## src/rtl/div_issue_arbiter.sv

```systemverilog
// Divider issue arbiter: grants one of NUM_REQ stations into a registered issue slot and routes results back by tag.
// Define DIV_ARB_FIXED_PRIO_EN for fixed-priority grant (lowest index wins) instead of round-robin.
package div_arb_pkg;
  typedef struct packed {
    logic is_signed;
    logic word_mode;
    logic set_ov;
    logic set_cr0;
  } div_decode_t;

  typedef struct packed {
    logic [3:0] cr0;
    logic       ov;
    logic       so;
  } cond_exception_t;
endpackage

module div_issue_arbiter
  import div_arb_pkg::*;
#(
  parameter int NUM_REQ      = 2,
  parameter int RS_ID_WIDTH  = 5,
  parameter int MAX_INFLIGHT = 4
) (
  input  logic                   clk,
  input  logic                   rst,
  input  logic [NUM_REQ-1:0]     req_valid,
  output logic [NUM_REQ-1:0]     req_ready,
  input  logic [RS_ID_WIDTH-1:0] req_rs_id           [NUM_REQ],
  input  logic [4:0]             req_result_reg_addr [NUM_REQ],
  input  logic [31:0]            req_op1             [NUM_REQ],
  input  logic [31:0]            req_op2             [NUM_REQ],
  input  div_decode_t            req_control         [NUM_REQ],
  output logic                   div_valid,
  input  logic                   div_ready,
  output logic [RS_ID_WIDTH-1:0] div_rs_id,
  output logic [4:0]             div_result_reg_addr,
  output logic [31:0]            div_op1,
  output logic [31:0]            div_op2,
  output div_decode_t            div_control,
  input  logic                   res_valid,
  output logic                   res_ready,
  input  logic [RS_ID_WIDTH-1:0] res_rs_id,
  input  logic [4:0]             res_result_reg_addr,
  input  logic [31:0]            res_result,
  input  cond_exception_t        res_cr0_xer,
  output logic [NUM_REQ-1:0]     out_valid,
  input  logic [NUM_REQ-1:0]     out_ready,
  output logic [RS_ID_WIDTH-1:0] out_rs_id,
  output logic [4:0]             out_result_reg_addr,
  output logic [31:0]            out_result,
  output cond_exception_t        out_cr0_xer,
  output logic                   err_orphan
);

  localparam int IDX_W = $clog2(NUM_REQ);
  localparam int PTR_W = $clog2(MAX_INFLIGHT);
  localparam int CNT_W = $clog2(MAX_INFLIGHT + 1);

  logic [IDX_W-1:0] winner;
  logic [IDX_W-1:0] head_tag;
  logic [IDX_W-1:0] tag_fifo [MAX_INFLIGHT];
  logic [PTR_W-1:0] wr_ptr;
  logic [PTR_W-1:0] rd_ptr;
  logic [CNT_W-1:0] count;
  logic             fifo_empty;
  logic             fifo_full;
  logic             load;
  logic             pop;

  assign fifo_empty = (count == '0);
  assign fifo_full  = (count == CNT_W'(MAX_INFLIGHT));
  assign head_tag   = tag_fifo[rd_ptr];

  // Full blocks a load even when a pop happens in the same cycle; rst gates handshakes during reset.
  assign load = rst && (!div_valid || div_ready) && (|req_valid) && !fifo_full;
  assign pop  = res_valid && res_ready && !fifo_empty;

`ifdef DIV_ARB_FIXED_PRIO_EN
  always_comb begin
    winner = '0;
    for (int i = NUM_REQ - 1; i >= 0; i--) begin
      if (req_valid[i]) winner = IDX_W'(i);
    end
  end
`else
  logic [IDX_W-1:0] rr_ptr;
  logic             found;
  int               cand;

  always_comb begin
    winner = rr_ptr;
    found  = 1'b0;
    cand   = 0;
    for (int k = 0; k < NUM_REQ; k++) begin
      cand = int'(rr_ptr) + k;
      if (cand >= NUM_REQ) cand = cand - NUM_REQ;
      if (!found && req_valid[cand]) begin
        winner = IDX_W'(cand);
        found  = 1'b1;
      end
    end
  end

  always_ff @(posedge clk or negedge rst) begin
    if (!rst) begin
      rr_ptr <= '0;
    end else if (load) begin
      rr_ptr <= (winner == IDX_W'(NUM_REQ - 1)) ? '0 : winner + IDX_W'(1);
    end
  end
`endif

  always_comb begin
    req_ready = '0;
    if (load) req_ready[winner] = 1'b1;
  end

  always_ff @(posedge clk or negedge rst) begin
    if (!rst) begin
      div_valid           <= 1'b0;
      div_rs_id           <= '0;
      div_result_reg_addr <= '0;
      div_op1             <= '0;
      div_op2             <= '0;
      div_control         <= '0;
    end else if (load) begin
      div_valid           <= 1'b1;
      div_rs_id           <= req_rs_id[winner];
      div_result_reg_addr <= req_result_reg_addr[winner];
      div_op1             <= req_op1[winner];
      div_op2             <= req_op2[winner];
      div_control         <= req_control[winner];
    end else if (div_ready) begin
      div_valid <= 1'b0;
    end
  end

  // Tag storage needs no reset: occupancy is tracked by count alone.
  always_ff @(posedge clk) begin
    if (load) tag_fifo[wr_ptr] <= winner;
  end

  always_ff @(posedge clk or negedge rst) begin
    if (!rst) begin
      wr_ptr     <= '0;
      rd_ptr     <= '0;
      count      <= '0;
      err_orphan <= 1'b0;
    end else begin
      if (load) wr_ptr <= wr_ptr + PTR_W'(1);
      if (pop)  rd_ptr <= rd_ptr + PTR_W'(1);
      case ({load, pop})
        2'b10:   count <= count + CNT_W'(1);
        2'b01:   count <= count - CNT_W'(1);
        default: count <= count;
      endcase
      if (res_valid && fifo_empty) err_orphan <= 1'b1;
    end
  end

  // Results go to the oldest in-flight requester; orphans are accepted and dropped.
  always_comb begin
    out_valid = '0;
    res_ready = 1'b0;
    if (rst) begin
      if (fifo_empty) begin
        res_ready = 1'b1;
      end else begin
        out_valid[head_tag] = res_valid;
        res_ready           = out_ready[head_tag];
      end
    end
  end

  assign out_rs_id           = res_rs_id;
  assign out_result_reg_addr = res_result_reg_addr;
  assign out_result          = res_result;
  assign out_cr0_xer         = res_cr0_xer;

endmodule

```

## config.mk

```make
export PLATFORM = sky130hd
export DESIGN_NAME = div_issue_arbiter
export DESIGN_NICKNAME = d
export VERILOG_FILES = /design/src/rtl/div_issue_arbiter.sv
export SDC_FILE = /design/constraint.sdc
export NUM_CORES = 1
export LEC_CHECK = 0
export CORE_AREA = 2 2 133 135
export CTS_CLUSTER_SIZE = 28
export DETAILED_ROUTE_END_ITERATION = 8
export DIE_AREA = 0 0 135 137
export HOLD_SLACK_MARGIN = 0.02
export PLACE_DENSITY = 0.63
export SYNTH_ARGS = -nofsm -noshare
export SYNTH_HDL_FRONTEND = slang
export SYNTH_SLANG_ARGS = --single-unit
export TNS_END_PERCENT = 50
```

## constraint.sdc

```tcl
create_clock -name clk -period 3.4 [get_ports clk]
set_input_delay 0.68 -clock clk [delete_from_list [all_inputs] [get_ports clk]]
set_output_delay 0.68 -clock clk [all_outputs]
set_load 0.02 [all_outputs]
```

==> qor.yml <==
status:
  status: "finished clean"
clocking:
  cts_max_level: 3
  clk_latency_ns: 0.34
  clockBufferDepth: 2
  cts_hold_buf: 0
  cts_root_buf: "clkbuf_16"
  post_cts_buffers: 0
  cts.repair.resized: 0
  cts.reportedPaths.clkPinSlew_ns: 0.06
  cts_tree: "built"
  cts_buffers: 9
  cts.sinks: 92
sta:
  fmax_ghz: 0.319
  fin_skew_ns: 0.00813
  finalSetupViolCount: 0
  tns_ns: 0
  slew_violations: 0
  period_share: 0.921
  rsz0062_at_grt: "false"
  slew-limit-headroom: 0.425
  worst_pin_slew_ns: 0.863
  hold_viol: 0
  min_period_ns: 3.13
  fin_ws_ns: 0.268
yosys:
  synth_seq_area_share: 0.493
  synth_top_area_cell: "dfrtp_1"
  postSynthAreaPerCell_sq_um: 10.3
  synth_top_area_frac: 0.467
  synth_area_leaders: "dfrtp_1 47%, mux2i_1 18%, buf_4 8.9%"
  yosysWarnings: 0
  ys_seq_elements: 92
  synthesis.area_sq_um: 4710
  synthCells: 457
  ys_types: 26
  syn-num-nets: 675
floorplan:
  die_y_um: 137
  dieArea_sq_um: 18500
  die_x_um: 135
  start_util: 0.276
  num_rows: 48
  io_pins: 345
  core-area_sq_um: 17100
worst_hold_path:
  hold_path.class: "input pin to async pin"
drt:
  routed_via_density: 4.37
  wl_per_cell_um: 14.6
  ant_nets: 0
  drtIter0Drc: 125
  vias: 3829
  drcViolationCount: 0
  drtPass1Iterations: 6
  routed_wl_um: 12800
power:
  p_total_mw: 5.91
  leakage_nw: 3.13
  p_per_area_nw_per_um2: 807
  peakVddDrop_v: 0.000312
critical_path:
  start_kind: "input pin"
  worstSetupEndpointType: "primary output"
  slowest_stage: "clkdlybuf4s50_1"
  critPathKind: "input pin to primary output"
  path_max_fanout: 4
  crit_chain: "clkdlybuf4s50_1, o21ai_1, a221oi_4, inv_1, nor2_1, clkdlybuf4s50_1"
  cp_common_cell: "clkdlybuf4s50_1"
  cp.arrival_ns: 2.45
  max_stage_delay_ns: 0.61
  critPathRequiredTime_ns: 2.72
placement:
  pre_cts_slack_ns: 0.266
  port-buffer-count: 248
  gp_congestion: 0.757
  place_hpwl_um: 10000
  place_area_sq_um: 7010
final_layout:
  design_area_sq_um: 7330
  area_delta_synth_final_pct: 55.5
  fillers: 1605
  multi_input_area_sq_um: 1850
  final_cell_mix: "247 x clkdlybuf4s50_1, 88 x dfrtp_1, 86 x nor2_1"
  final_common_cell: "clkdlybuf4s50_1"
  nets: 865
  n_antenna_cell: 0
  fin_util: 0.430
  drive_above_1_share: 0.0353
  regArea_sq_um: 2320
global_routing:
  grt_usage: 0.134
  antenna_found_initial: 1
  grt_pass1_wl_um: 19500
  grt_overflow: 0
  grt_max_degree: 94
  grt_pass1_vias: 3870
flow_run:
  cap_viol_max_count: 0
[area by class of cell]
class                           count  share of cell area
Clock buffer                       12              0.0336
Tap cell                          225              0.0384
Multi-Input combinational cell    282               0.252
Clock inverter                      4             0.00990
Timing Repair Buffer              254               0.345
Inverter                            8             0.00410
Sequential cell                    92               0.317
[cells in the mapped netlist]
library cell / count
buf_2: 17
edfxtp_1: 4
clkbuf_4: 2
dfrtp_1: 88
nand2b_1: 1
nand3_1: 1
buf_4: 56
nor2b_1: 1
a221oi_4: 1
a21oi_1: 79
xnor2_1: 2
o21bai_1: 1
xor2_1: 3
o21ai_1: 2
a21boi_0: 1
ha_1: 5
nor2_1: 86
fa_1: 1
and2_1: 5
nand2_1: 3
or3_1: 1
inv_1: 8
mux2i_1: 85
o31ai_1: 1
o21ai_0: 2
nor3b_1: 1
[path summary, 6_finish.rpt]
| kind | slack (ns) | to | cells past startpoint | start |
|---|---|---|---|---|
| setup / recovery | 0.27 | req_ready[0] | 6 | req_valid[0] |
| hold / removal | 0.19 | wr_ptr[0]$_DFFE_PN0P_ | 1 | rst |
| setup reg to reg | 0.97 | count[2]$_DFFE_PN0P_ | 10 | rd_ptr[1]$_DFFE_PN0P_ |
| hold reg to reg | 0.49 | err_orphan$_DFFE_PN0P_ | 1 | err_orphan$_DFFE_PN0P_ |
| max in group asynchronous | 2.25 | div_op1[11]$_DFFE_PN0P_ | 2 | rst |
| min in group clk | 0.49 | err_orphan$_DFFE_PN0P_ | 1 | err_orphan$_DFFE_PN0P_ |
[critical path: cells and delay by family]
kind / cells / cell delay [ns]
AO/OA/AOI/OAI: 2 / 0.41
AND/OR/NAND/NOR: 1 / 0.10
buffers and inverters: 3 / 1.26
[through the flow]
stage,instances,hold WS [ns]
global placement,861,0.470
global route,877,0.177
detailed placement,861,0.475
CTS,877,0.174
floorplan,457,0.384
finish,877,0.186
[flip-flops by register name, indices dropped and copies added (netlist names)]
name                 count
div_op2                 32
div_rs_id                5
rd_ptr                   2
wr_ptr                   2
count                    3
div_control              4
rr_ptr                   1
div_op1                 32
div_valid                1
err_orphan               1
tag_fifo                 4
div_result_reg_addr      5
[metal layers]
layer | routed length [um] | track usage | part of all wire | vias to the layer above
met3 | 1080 | 0.0456 | 0.085 | 34
met2 | 6550 | 0.237 | 0.51 | 163
met1 | 4760 | 0.144 | 0.37 | 1754
li1 | - | - | - | 1876
met5 | 16 | 0 | 0.0013 | -
met4 | 373 | 0.0660 | 0.029 | 2
[cells by family (layout without fill, tap and decap cells)]
family / after synthesis / after routing / share of synthesized area
AOI/OAI and AO/OA: 87 / 87 / 0.0985
buffers and inverters: 83 / 278 / 0.117
adders and majority gates: 6 / 6 / 0.0175
and+or+nand+nor: 99 / 99 / 0.0842
xor gates and xnor gates: 5 / 5 / 0.00930
muxes: 85 / 85 / 0.181
DFF: 92 / 92 / 0.493
[report_power, final]
part	total, mW	leakage [nW]	internal (mW)	switching (mW)
clock	1.07	0.153	0.664	0.406
sequential	1.91	1.00	1.61	0.295
combinational	2.93	1.98	1.43	1.50
No activity file was read; power rests on OpenSTA's default activity.
